### src/rtl/ps2_pad_responder.sv
// ps2_pad_responder: device end of a PS2 gamepad link; answers a master poll from an input snapshot.
// Latency: pin sclk fall -> sdo 3 clk; 8th sclk rise -> ack low 3+ACK_DELAY clk, held ACK_WIDTH clk.
// Flow control: the master paces bytes with ack; sclk edges outside SHIFT are ignored.
//
// Ports:
//   clk, rst        40 MHz system clock, asynchronous active-high reset
//   sclk, scs, sdi  link clock (idles high), attention (active low), command data (LSB first)
//   buttons         16 button bits, 1 = pressed; sent inverted
//   rx, ry, lx, ly  stick positions, 0x80 = centre
//   sdo, ack        reply data (LSB first, idles 1), acknowledge (active low, idles 1)
//   busy, polled    transaction in progress, one-clk pulse on a completed valid poll
`timescale 1ns/1ps

module ps2_pad_responder #(
  parameter bit ANALOG    = 1'b1,
  parameter int ACK_DELAY = 40,
  parameter int ACK_WIDTH = 80
) (
  input  logic        clk,
  input  logic        rst,
  input  logic        sclk,
  input  logic        scs,
  input  logic        sdi,
  input  logic [15:0] buttons,
  input  logic [7:0]  rx,
  input  logic [7:0]  ry,
  input  logic [7:0]  lx,
  input  logic [7:0]  ly,
  output logic        sdo,
  output logic        ack,
  output logic        busy,
  output logic        polled
);

  // Frame shape depends on mode: analog carries the four stick bytes.
  localparam logic [7:0] PAD_ID    = ANALOG ? 8'h73 : 8'h41;
  localparam logic [3:0] LAST_BYTE = ANALOG ? 4'd8 : 4'd4;

  // One timer serves both the ack delay and the ack width phases.
  localparam int TMAX = (ACK_DELAY > ACK_WIDTH) ? ACK_DELAY : ACK_WIDTH;
  localparam int TW   = (TMAX > 1) ? $clog2(TMAX) : 1;
  localparam logic [TW-1:0] DELAY_END = TW'(ACK_DELAY - 1);
  localparam logic [TW-1:0] WIDTH_END = TW'(ACK_WIDTH - 1);

  typedef enum logic [2:0] {
    IDLE,
    SHIFT,
    ACK_WAIT,
    ACK,
    HOLD
  } state_t;

  state_t        state;
  logic [2:0]    bit_idx;
  logic [3:0]    byte_idx;
  logic [7:0]    cmd;
  logic [TW-1:0] timer;

  // ---------------------------------------------------------------------------
  // Pin synchronisers. Bit [1] is the synced value, bit [2] its previous
  // sample, so edges are seen one cycle after the value is synced. sdi only
  // needs two stages: its synced bit lines up with the sclk rise detection.
  // Reset values match the idle levels of the link so reset never fakes an edge.
  // ---------------------------------------------------------------------------
  logic [2:0] sclk_sh;
  logic [2:0] scs_sh;
  logic [1:0] sdi_sh;

  always_ff @(posedge clk or posedge rst) begin
    if (rst) begin
      sclk_sh <= 3'b111;
      scs_sh  <= 3'b111;
      sdi_sh  <= 2'b11;
    end else begin
      sclk_sh <= {sclk_sh[1:0], sclk};
      scs_sh  <= {scs_sh[1:0], scs};
      sdi_sh  <= {sdi_sh[0], sdi};
    end
  end

  logic sclk_fall;
  logic sclk_rise;
  logic scs_fall;
  logic scs_rise;
  logic sdi_sync;

  assign sclk_fall = sclk_sh[2] & ~sclk_sh[1];
  assign sclk_rise = ~sclk_sh[2] & sclk_sh[1];
  assign scs_fall  = scs_sh[2] & ~scs_sh[1];
  assign scs_rise  = ~scs_sh[2] & scs_sh[1];
  assign sdi_sync  = sdi_sh[1];

  // ---------------------------------------------------------------------------
  // Input snapshot, taken when attention falls. The reply is built only from
  // these registers so a frame is self-consistent even if inputs move mid-poll.
  // ---------------------------------------------------------------------------
  logic [15:0] snap_buttons;
  logic [7:0]  snap_rx;
  logic [7:0]  snap_ry;
  logic [7:0]  snap_lx;
  logic [7:0]  snap_ly;

  always_ff @(posedge clk or posedge rst) begin
    if (rst) begin
      snap_buttons <= 16'h0000;
      snap_rx      <= 8'h80;
      snap_ry      <= 8'h80;
      snap_lx      <= 8'h80;
      snap_ly      <= 8'h80;
    end else if (scs_fall) begin
      snap_buttons <= buttons;
      snap_rx      <= rx;
      snap_ry      <= ry;
      snap_lx      <= lx;
      snap_ly      <= ly;
    end
  end

  // ---------------------------------------------------------------------------
  // Reply byte for the current byte index. Buttons go out active-low.
  // ---------------------------------------------------------------------------
  logic [7:0] reply_byte;

  always_comb begin
    reply_byte = 8'hFF;
    case (byte_idx)
      4'd0:    reply_byte = 8'hFF;
      4'd1:    reply_byte = PAD_ID;
      4'd2:    reply_byte = 8'h5A;
      4'd3:    reply_byte = ~snap_buttons[7:0];
      4'd4:    reply_byte = ~snap_buttons[15:8];
      4'd5:    reply_byte = snap_rx;
      4'd6:    reply_byte = snap_ry;
      4'd7:    reply_byte = snap_lx;
      4'd8:    reply_byte = snap_ly;
      default: reply_byte = 8'hFF;
    endcase
  end

  // Command byte as it will look once the current bit is shifted in; the
  // header check is made on this value in the same cycle as bit 7 arrives.
  logic [7:0] cmd_next;
  logic       header_bad;

  assign cmd_next   = {sdi_sync, cmd[7:1]};
  assign header_bad = ((byte_idx == 4'd0) && (cmd_next != 8'h01)) ||
                      ((byte_idx == 4'd1) && (cmd_next != 8'h42));

  // ---------------------------------------------------------------------------
  // Transaction FSM with registered outputs.
  // ---------------------------------------------------------------------------
  always_ff @(posedge clk or posedge rst) begin
    if (rst) begin
      state    <= IDLE;
      sdo      <= 1'b1;
      ack      <= 1'b1;
      busy     <= 1'b0;
      polled   <= 1'b0;
      bit_idx  <= 3'd0;
      byte_idx <= 4'd0;
      cmd      <= 8'h00;
      timer    <= '0;
    end else begin
      polled <= 1'b0;
      if (scs_rise) begin
        // Master released attention: abandon whatever was in flight.
        state <= IDLE;
        sdo   <= 1'b1;
        ack   <= 1'b1;
        busy  <= 1'b0;
      end else begin
        case (state)
          IDLE: begin
            sdo  <= 1'b1;
            ack  <= 1'b1;
            busy <= 1'b0;
            if (scs_fall) begin
              state    <= SHIFT;
              byte_idx <= 4'd0;
              bit_idx  <= 3'd0;
              busy     <= 1'b1;
            end
          end

          SHIFT: begin
            if (sclk_fall) begin
              sdo <= reply_byte[bit_idx];
            end else if (sclk_rise) begin
              cmd <= cmd_next;
              if (bit_idx == 3'd7) begin
                if (header_bad) begin
                  // Not a poll addressed to us: stay quiet until released.
                  state <= HOLD;
                  sdo   <= 1'b1;
                end else if (byte_idx == LAST_BYTE) begin
                  // Last byte carries no ack.
                  state  <= HOLD;
                  sdo    <= 1'b1;
                  polled <= 1'b1;
                end else begin
                  state <= ACK_WAIT;
                  timer <= '0;
                end
              end else begin
                bit_idx <= bit_idx + 3'd1;
              end
            end
          end

          ACK_WAIT: begin
            if (timer == DELAY_END) begin
              state <= ACK;
              ack   <= 1'b0;
              timer <= '0;
            end else begin
              timer <= timer + TW'(1);
            end
          end

          ACK: begin
            if (timer == WIDTH_END) begin
              state    <= SHIFT;
              ack      <= 1'b1;
              byte_idx <= byte_idx + 4'd1;
              bit_idx  <= 3'd0;
              timer    <= '0;
            end else begin
              timer <= timer + TW'(1);
            end
          end

          HOLD: begin
            sdo <= 1'b1;
            ack <= 1'b1;
          end

          default: begin
            state <= IDLE;
            sdo   <= 1'b1;
            ack   <= 1'b1;
            busy  <= 1'b0;
          end
        endcase
      end
    end
  end

endmodule

### config.mk
export PLATFORM = sky130hd
export DESIGN_NAME = ps2_pad_responder
export DESIGN_NICKNAME = d
export VERILOG_FILES = /design/src/rtl/ps2_pad_responder.sv
export SDC_FILE = /design/constraint.sdc
export NUM_CORES = 1
export LEC_CHECK = 0
export CAP_MARGIN = 20
export CORE_UTILIZATION = 50
export CTS_CLUSTER_DIAMETER = 50
export DETAILED_ROUTE_END_ITERATION = 8
export GPL_ROUTABILITY_DRIVEN = 0
export GPL_TIMING_DRIVEN = 0
export PLACE_DENSITY_LB_ADDON = 0.1
export SYNTH_ARGS = -nofsm -noshare
export SYNTH_HDL_FRONTEND = slang
export SYNTH_SLANG_ARGS = --single-unit
export TNS_END_PERCENT = 5
### constraint.sdc
create_clock -name clk -period 3.88 [get_ports clk]
set_input_delay 0.776 -clock clk [delete_from_list [all_inputs] [get_ports clk]]
set_output_delay 0.776 -clock clk [all_outputs]
set_load 0.005 [all_outputs]
# --- Yosys cells after proc, flatten, opt, wreduce, memory -nomap -nowiden ---
# Index checks and enable logic that the tools add are counted.
word_totals:
  reg_bits: 85
  input_bits: 53
  out_inout_bits: 4
  wordCells: 139
classes:
  add_sub_neg: 3
  bitwise_logic: 12
  magnitude_cmp: 1
  eq_ne: 38
  muxes: 51
  reduce_logical: 17
ops:
  columns: ["operator", "n"]
  rows:
  - ["one-hot mux 8 bit (8 select lines)", 1]
  - ["two-way mux 7 bit", 7]
  - ["two-way mux 3 bit", 14]
  - ["one-hot mux 7 bit (3 select lines)", 1]
  - ["AND reduction 7 bit", 3]
  - ["inequality test 2 bit, second input constant", 10]
  - ["two-way mux 1 bit", 19]
  - ["inequality test 3 bit, second input constant", 6]
  - ["== test 4 x 3 -> 1 bit, second input constant", 4]
  - ["inverter 8 bit", 2]
  - ["one-hot mux 3 bit (5 select lines)", 1]
  - ["AND reduction 4 bit", 3]
  - ["one-hot mux 3 bit (3 select lines)", 1]
  - ["== test 4 x 2 -> 1 bit, second input constant", 2]
  - ["two-way mux 4 bit", 2]
  - ["inequality test 4 bit, second input constant", 2]
  - ["inequality test 8 x 1 -> 1 bit, second input constant", 1]
  - ["inequality test 8 x 7 -> 1 bit, second input constant", 1]
  - ["one-hot mux 4 bit (2 select lines)", 1]
  - ["adder 7 x 1 -> 7 bit, second input constant", 1]
  - ["== test 7 x 6 -> 1 bit, second input constant", 1]
  - ["== test 7 bit, second input constant", 1]
  - ["== test 3 x 2 -> 1 bit, second input constant", 2]
  - ["== test 3 bit, second input constant", 2]
  - ["22 further kinds", 34]

# --- Longest topological paths before layout ---
# Gate-level depths: netlist of the first run.
logic_depth:
  depth_word: 9
  ltp_mapped: 9
  depth_no_buf: 8

# --- Worst setup path after synthesis of the first run ---
# No wires, ideal clock.
synth_path:
  path_type: "flip-flop to flip-flop"
  start: "register cmd[4]"
  end: "register sdo"
  setup_ns: 0.089
  period_less_slack_ns: 2.098
  setup_slack_ns: 1.782
  arrival_time_ns: 2.009
  t_required_ns: 3.791
  path_buffers: 0
  path_stages_with_launch: 7
  cell_sequence: "dfrtp_1 -> or4_1 -> o311a_1 -> or3_1 -> o32a_1 -> nor3_2 -> a311oi_1"
synth_via:
  elab_chain_cells: 9
  elab_cells_between_ends: 13
  cone_classes: "3 x eq/ne; 6 x mux; 4 x reduce/logical"
synth_rtl:
  columns: ["element", "line", "text"]
  rows:
  - ["from (decl)", "56", "logic [7:0] cmd;"]
  - ["from (signal assigned)", "189", "cmd <= cmd_next;"]
  - ["inequality test 8 x 1 -> 1 bit / inequality test 8 x 7 -> 1 bit (equally long branches)", "146, 147", null]
  - ["logical AND 1 bit (on tied branches)", "146, 147", null]
  - ["logical OR 1 bit *", "146", "assign header_bad = ((byte_idx == 4'd0) && (cmd_next != 8'h01)) ||"]
  - ["two-way mux 1 bit", "191", "if (header_bad) begin"]
  - ["two-way mux 1 bit", "190", "if (bit_idx == 3'd7) begin"]
  - ["two-way mux 1 bit", "188", "end else if (sclk_rise) begin"]
  - ["two-way mux 1 bit", "186", "if (sclk_fall) begin"]
  - ["one-hot mux 1 bit (2 select lines)", "172", "case (state)"]
  - ["two-way mux 1 bit", "165", "if (scs_rise) begin"]
  - ["to (signal assigned)", "187", "sdo <= reply_byte[bit_idx];"]
  - ["to (decl)", "29", "output logic sdo,"]
# Mark *: on every way between the ends. The rest lies on a longest branch, timed or not. The select of a mux whose other input is x is not followed.
# A chain may end at the register's enable or synchronous reset.

# --- Final worst setup path of the first run ---
layout_path:
  start: "register byte_idx[0]"
  end: "register sdo"
layout_via:
  elab_chain_cells: 9
  elab_cells_between_ends: 23
  cone_classes: "9 x eq/ne; 9 x mux; 5 x reduce/logical"
layout_rtl:
  columns: ["element", "line", "text"]
  rows:
  - ["from (decl)", "55", "logic [3:0] byte_idx;"]
  - ["from (signal assigned)", "224", "byte_idx <= byte_idx + 4'd1;"]
  - ["parallel branches: the longest is 9 deep, another holds one-hot mux 8 bit (8 select lines)", null, null]
# Parallel ways; which one is timed is not known. The select of a mux whose other input is x is not followed.

==> impl_metrics.toml, run 1 <==
[run_status]
status = "finished, final reports clean"

[sta]
clock-skew-final_ns = 0.008164
fin_crit_ns = 2.611
relSlewSlack = 0.5403
setup_tns_ns = 0
post-route-period-util = 0.6729
drv_slew = 0
max_slew.worst_pin.slew_ns = 0.6896
rsz0062_at_grt = "no"
setup_viol_count_final = 0
max_freq_mhz = 383.0
hold_viol = 0

[detailed_routing]
drt_iter0_drc = 235
wl_um = 9214
routed_via_density = 5.689
firstDrtPassIters = 4
vias = 3055
drc_errors = 0
routedWlPerCell_um = 17.16
ant_nets = 0

[power_and_ir_drop]
internal_power_mw = 1.526
power_switching_uw = 595.7
seqPwrFrac = 0.511
peakVddDrop_mv = 0.2425
pwr-share-comb = 0.168
p_per_area_nw_per_um2 = 421.5
leakage_nw = 2.122
total_power_mw = 2.122
switching_share = 0.2808
p_clk_frac = 0.321

[die]
die_h_um = 92.59
start_util = 0.5228
coreArea_um2 = 7848
chipWidth_um = 92.59
die_area_um2 = 8572
core.rowCount = 32
design.portCount = 57

[clocking]
cts_buffers = 9
clockBufferDepth = 2
cts_sinks = 84
hold_buffers = 0
cts-resized-gates = 0
h-tree-depth = 3
cts-root-buf = "clkbuf_8"
tritoncts = "yes"
worstSkewPairLatency_ns = 0.37
path_clk_slew_ns = 0.10
postCtsSetupBuffers = 0

[min_path]
hold_class = "register to register"

[logic_synthesis]
synth_adder_area_share = 0.03355
synth-main-ff-cell = "dfrtp_1"
synth.mux.area_fraction = 0.1479
yosys_warnings = 0
synth_edf_count = 0
synthSimpleGateAreaFrac = 0.1168
ys_types = 58
syn-num-nets = 426
avgSynthCellArea_um2 = 11.33
ys_ff_latch = 84
synth_xor_xnor_area_share = 0.008539
synthCells = 362
async_flop_share = 1.000
synth_compound_area_frac = 0.1314
yosysSeqAreaShare = 0.5166
synth_top_family_by_area = "multiplexers"
synth_area_um2 = 4103

[final_layout]
layout-drive-gt1-share = 0.2253
final_common_cell = "dfrtp_1"
fin_nets = 494
utilization = 0.6414
fill_cells = 668
area_delta_synth_final_pct = 22.69
diodes = 0
layout_common_cells = "70 x dfrtp_1, 56 x clkdlybuf4s50_1, 53 x mux2_2"

[placed_design]
place_hpwl_um = 6681
io_buffers = 56

[worst_setup_path]
crit_fanout = 10
critPathArrivalTime_ns = 2.88
start_kind = "register"
path_class = "register to register"
required_ns = 4.15
endpoint_kind = "register"

[global_routing]
track_usage = 0.2329
overflow = 0
grt_max_degree = 63
antenna_found_initial = 0
grt_pass1_wl_um = 15260
grt_pass1_vias = 3129

[job]
cap_viol_max_count = 0
power groups by stage:
stage	clock [mW]	sequential, mW	combinational (mW)
final	0.680	1.09	0.356
after floorplan	0	1.07	0.247
after global routing	0.726	1.10	0.393
after global placement	0	1.09	0.342
after detailed placement	0	1.10	0.356
after CTS	0.697	1.09	0.358
per-stage QoR:
step           area, um2  hold WS, ns  setup WS [ns]  std cells
3_5_place_dp        4821       0.3479          1.311        521
3_3_place_gp        4791       0.3458        -0.3785        520
2_1_floorplan       4103       0.3452         0.9620        362
4_1_cts             5034       0.3630          1.291        537
6_report            5034       0.3606          1.269        537
5_1_grt             5034       0.3645          1.102        537
state kept, by name, summed over array words and instances, names as in the netlist:
name / count
snap_buttons: 16
snap_lx: 8
snap_ly: 8
snap_rx: 8
snap_ry: 8
cmd: 7
timer: 7
byte_idx: 4
bit_idx: 3
sclk_sh: 3
scs_sh: 3
state: 3
sdi_sh: 2
ack: 1
busy: 1
polled: 1
sdo: 1
kinds of logic after synthesis:
group                      after synthesis
adders and majority gates               11
muxes                                   54
and+or+nand+nor                         93
buffers and inverters                   38
AOI/OAI and AO/OA                       78
xor gates and xnor gates                 4
DFF                                     84
per-layer routing:
layer | part of all wire | GRT usage
met1 | 0.48 | 0.3235
met3 | 0.040 | 0.05501
met5 | 0 | 0
met2 | 0.47 | 0.3642
met4 | 0.013 | 0.06641
worst max-delay path, cell delays in order, from the launching register on:
cell and delay (ns):
dfrtp_1 0.43, inv_1 0.15, ha_1 0.18, clkbuf_1 0.49
a22oi_1 0.18, a31oi_1 0.25, a2111oi_0 0.10, a311o_2 0.38
o2111a_1 0.13, a311oi_1 0.24
worst paths after layout:
check | start | endpoint | slack, ns | cells past startpoint
max | byte_idx[0] | sdo | 1.27 | 9
min | scs_sh[0] | scs_sh[1] | 0.36 | 0
max reg2reg | byte_idx[0] | sdo | 1.27 | 9
min reg2reg | scs_sh[0] | scs_sh[1] | 0.36 | 0
max in group asynchronous | rst | snap_lx[7] | 2.54 | 3
min in group asynchronous | rst | cmd[6] | 0.72 | 2
cells in the mapped netlist (3+ instances only):
cell	number	area (um2)
a22oi_1	5	37.54
xor2_1	4	35.03
inv_1	16	60.06
a21o_1	3	22.52
ha_1	11	137.6
dfrtp_1	70	1752
a211o_1	3	26.28
mux2_2	53	596.8
nand3_1	4	20.02
nor2_1	23	86.33
o21ai_0	23	115.1
nand4_1	4	25.02
a222oi_1	3	30.03
a21oi_1	12	60.06
nand2b_1	10	62.56
a31oi_1	4	25.02
or2_2	4	25.02
dfstp_2	14	367.9
and3b_1	3	26.28
nand2_1	21	78.83
clkbuf_1	16	60.06
nor3_1	10	50.05
area by class of cell:
class / count / area [um2] / share of cell area
Timing Repair Buffer: 57 / 588.1 / 0.1168
Inverter: 16 / 62.56 / 0.01243
Tap cell: 102 / 127.6 / 0.02535
Buffer: 22 / 125.1 / 0.02486
Clock buffer: 9 / 123.9 / 0.02461
Clock inverter: 7 / 88.84 / 0.01765
Sequential cell: 84 / 2120 / 0.4211
Multi-Input combinational cell: 240 / 1798 / 0.3572
(Power assumes the default switching activity.)
==> run 2: changes to the inputs <==
==> constraint.sdc (replaced) <==
create_clock -name clk -period 2.6 [get_ports clk]
set_input_delay 0.52 -clock clk [delete_from_list [all_inputs] [get_ports clk]]
set_output_delay 0.52 -clock clk [all_outputs]
set_load 0.005 [all_outputs]
==> run 2 against run 1 <==
Sequential power is 49% higher. Worst setup slack lost 1.0 ns. Non-clock buffer count increased by 1. Maximum frequency is 11% higher.
==> impl_metrics.toml, run 2 (same netlist as run 1, synthesis figures left out) <==
[die]
coreArea_um2 = 7848
design.portCount = 57
chipWidth_um = 92.59
start_util = 0.5228
core.rowCount = 32
die_area_um2 = 8572
die_h_um = 92.59

[placed_design]
place_hpwl_um = 6471
dpl_worst_slack_ns = -0.02460
io_buffers = 56

[sta]
drv_slew = 0
rsz0062_at_grt = "no"
hold_viol = 0
setup_viol_count_final = 0
max_slew.worst_pin.slew_ns = 0.6901
fin_crit_ns = 2.359
relSlewSlack = 0.5399
max_freq_mhz = 423.9
fin_ws_ns = 0.2409
setup_tns_ns = 0
post-route-period-util = 0.9074
clock-skew-final_ns = 0.004849

[power_and_ir_drop]
total_power_mw = 3.103
peakVddDrop_mv = 0.4940
leakage_nw = 2.134
p_per_area_nw_per_um2 = 613.5

[worst_setup_path]
crit_fanout = 10
r2r-end = "sdo"
regToRegSetupSlack_ns = 0.24
critPathArrivalTime_ns = 2.59
critical_path_buf_inv_count = 2
endpoint_kind = "register"
cp_top_family = "compound AO/OA/AOI/OAI gates"
worstPathCellList = "inv_1, ha_1, clkbuf_2, a22oi_1, a31oi_1, a2111oi_0, a311o_2, o2111a_1, a311oi_1"
r2r-start = "byte_idx[0]"
r2r_cells = 9
start_kind = "register"
path_class = "register to register"
max_stage_delay_ns = 0.43
required_ns = 2.83
critPathSlowestCell = "dfrtp_1"

[run_status]
status = "finished, final reports clean"

[final_layout]
area_delta_synth_final_pct = 23.30
layout-drive-gt1-share = 0.2362
largest_reg_flops = 16
fin_nets = 495
layout_common_cells = "70 x dfrtp_1, 56 x clkdlybuf4s50_1, 53 x mux2_2"
multi_input_area_um2 = 1809
final_common_cell = "dfrtp_1"
regMostFlops = "snap_buttons"
utilization = 0.6446
diodes = 0
fill_cells = 688
regArea_um2 = 2120

[detailed_routing]
wl_um = 8876
routedWlPerCell_um = 16.50
drc_errors = 0
firstDrtPassIters = 4
routed_via_density = 5.546
drt_iter0_drc = 158
vias = 2984
ant_nets = 0

[min_path]
whs_path_depth = 0
hold_class = "register to register"
hold_start = "scs_sh[0]"
hold_end = "scs_sh[1]"

[clocking]
worstSkewPairLatency_ns = 0.34
cts-root-buf = "clkbuf_8"
postCtsSetupBuffers = 0
cts_sinks = 84
h-tree-depth = 3
tritoncts = "yes"
cts-resized-gates = 1
path_clk_slew_ns = 0.09
clockBufferDepth = 2
hold_buffers = 0
cts_buffers = 9

[global_routing]
grt_pass1_wl_um = 14740
track_usage = 0.2238
overflow = 0
grt_max_degree = 43
grt_pass1_vias = 2995
antenna_found_initial = 0

[job]
cap_viol_max_count = 0
[run 2: final cells by class]
class                           instances  share of cell area
Buffer                                 22             0.02523
Clock buffer                           10             0.02721
Clock inverter                          6             0.01435
Inverter                               16             0.01261
Multi-Input combinational cell        240              0.3577
Sequential cell                        84              0.4190
Tap cell                              102             0.02523
Timing Repair Buffer                   58              0.1187
[run 2: worst register-to-register path, stage by stage (launching register included)]
cell       delay, ns
dfrtp_1         0.43
inv_1           0.13
ha_1            0.18
clkbuf_2        0.28
a22oi_1         0.14
a31oi_1         0.23
a2111oi_0       0.10
a311o_2         0.37
o2111a_1        0.13
a311oi_1        0.27
[run 2: stage by stage]
stage,cells,hold WS (ns),instance area [um2]
final,538,0.3595,5059
after global routing,538,0.3631,5059
after CTS,538,0.3632,5046
after detailed placement,522,0.3488,4835
after global placement,520,0.3459,4795
after floorplan,362,0.3452,4106
[run 2: power by group]
part | total, mW | internal [mW] | switching [mW]
combinational | 0.528 | 0.310 | 0.218
clock | 0.960 | 0.480 | 0.480
sequential | 1.62 | 1.50 | 0.117
[run 2: layer usage]
metal  track usage  part of all wire
met1        0.3160              0.49
met2        0.3531              0.47
met3       0.05419             0.037
met4       0.04297            0.0035
met5             0                 0
[run 2: worst max path at each step]
stage	startpoint	end	slack (ns)	cells after the start
after floorplan	cmd[4]	sdo	0.50	6
after global placement	byte_idx[0]	sdo	-0.03	9
after detailed placement	byte_idx[0]	sdo	-0.02	9
after CTS	byte_idx[0]	sdo	0.11	8
after global routing	byte_idx[0]	sdo	0.03	9
final	byte_idx[0]	sdo	0.24	9
==> RTL change: new RTL, settings of run 1 <==
Set the parameter `ANALOG` to 1'b0 (it was 1'b1).
--- a/src/rtl/ps2_pad_responder.sv
+++ b/src/rtl/ps2_pad_responder.sv
@@ -12,7 +12,7 @@
 `timescale 1ns/1ps
 
 module ps2_pad_responder #(
-  parameter bit ANALOG    = 1'b1,
+  parameter bit ANALOG    = 1'b0,
   parameter int ACK_DELAY = 40,
   parameter int ACK_WIDTH = 80
 ) (
Function: same outputs for any inputs over 10 cycles, from zero or initial values and one cycle with rst high; that may be too few to reach the edited logic, so the function may still have changed.
==> RTL change against run 1 <==
- hold slack got worse by 0.98 ps
- non-clock buffer count up 1
- critical endpoint is now bit_idx[0]
- sequential cell count stayed put
- design area up 2.9%
- worst setup slack improved by 290 ps
- clock power fell by 10%
- clock skew grew 1.5 ps
- synthesized area increased by 3.9%
- global-route usage is 0.43 points higher
- routed wire length grew 5.2%
- total power shrank 2.7%
- combinational power grew 6.7%
- die area rose by 3.8%
- highest routed layer unchanged
- largest power group unchanged
==> RTL change: results <==
[final_layout]
fillCellCount = 681
final_net_count = 507
finalNonFillerCells = 553

[synthesis]
netlist_instances = 375
ys_types = 61
netlist_top_cells_area = dfrtp_1 41%, mux2_2 13%, dfstp_2 8.6%
synth_top_cells_by_count = 70 x dfrtp_1, 51 x mux2_2, 19 x inv_1, 17 x clkbuf_1, 17 x nor2_1

[power]
pwr_density_cell_mw_per_mm2 = 399
p_switching_w = 0.000583
ir_worst_vdd_uv = 213
power.leakage_nw = 2.08

[clock_network]
worstSkewPairLatency_ps = 350

[route]
first_pass_iters = 5
vias = 3208
drt_iter0_drc = 285

[critical_path]
crit_start = scs_sh[2]
cp_max_fo = 8
reg2reg_depth = 7
critPathMaxStageDelay_ps = 560
cp.arrival_ps = 2590
critPathSlowestCell = a211oi_1
crit_path_end = bit_idx[0]

[outcome]
status = complete, no violations

[sta]
whs_ps = 360
clock_skew_ps = 9.69

[place]
dpl.cell_count = 537
dp_hpwl_microns = 7000
-- RTL change: layer usage --
layer	routed length, microns	global-route usage [%]
met3	461	3.54
met5	0	0
met1	4580	33.6
met2	4530	37.6
met4	119	7.18
-- RTL change: cell families after synthesis --
kind of cell | after synthesis | synth area share [%]
AND/OR/NAND/NOR | 93 | 13.0
adder cells (fa/ha/maj) | 11 | 3.23
buffers and inverters | 42 | 3.76
multiplexers | 55 | 14.5
XOR/XNOR | 3 | 0.616
flip-flops | 84 | 49.7
AO/OA/AOI/OAI | 87 | 15.2
-- RTL change: layout make-up --
| cell class | instances | area [sq um] | share of cell area, % |
|---|---|---|---|
| inverter | 19 | 73.8 | 1.43 |
| clock inverter | 5 | 41.3 | 0.797 |
| clock buffer | 11 | 151 | 2.92 |
| multi-input combinational | 249 | 1980 | 38.3 |
| sequential | 84 | 2120 | 40.9 |
| tap | 105 | 131 | 2.54 |
| buffer | 23 | 88.8 | 1.72 |
| timing repair buffer | 57 | 588 | 11.4 |
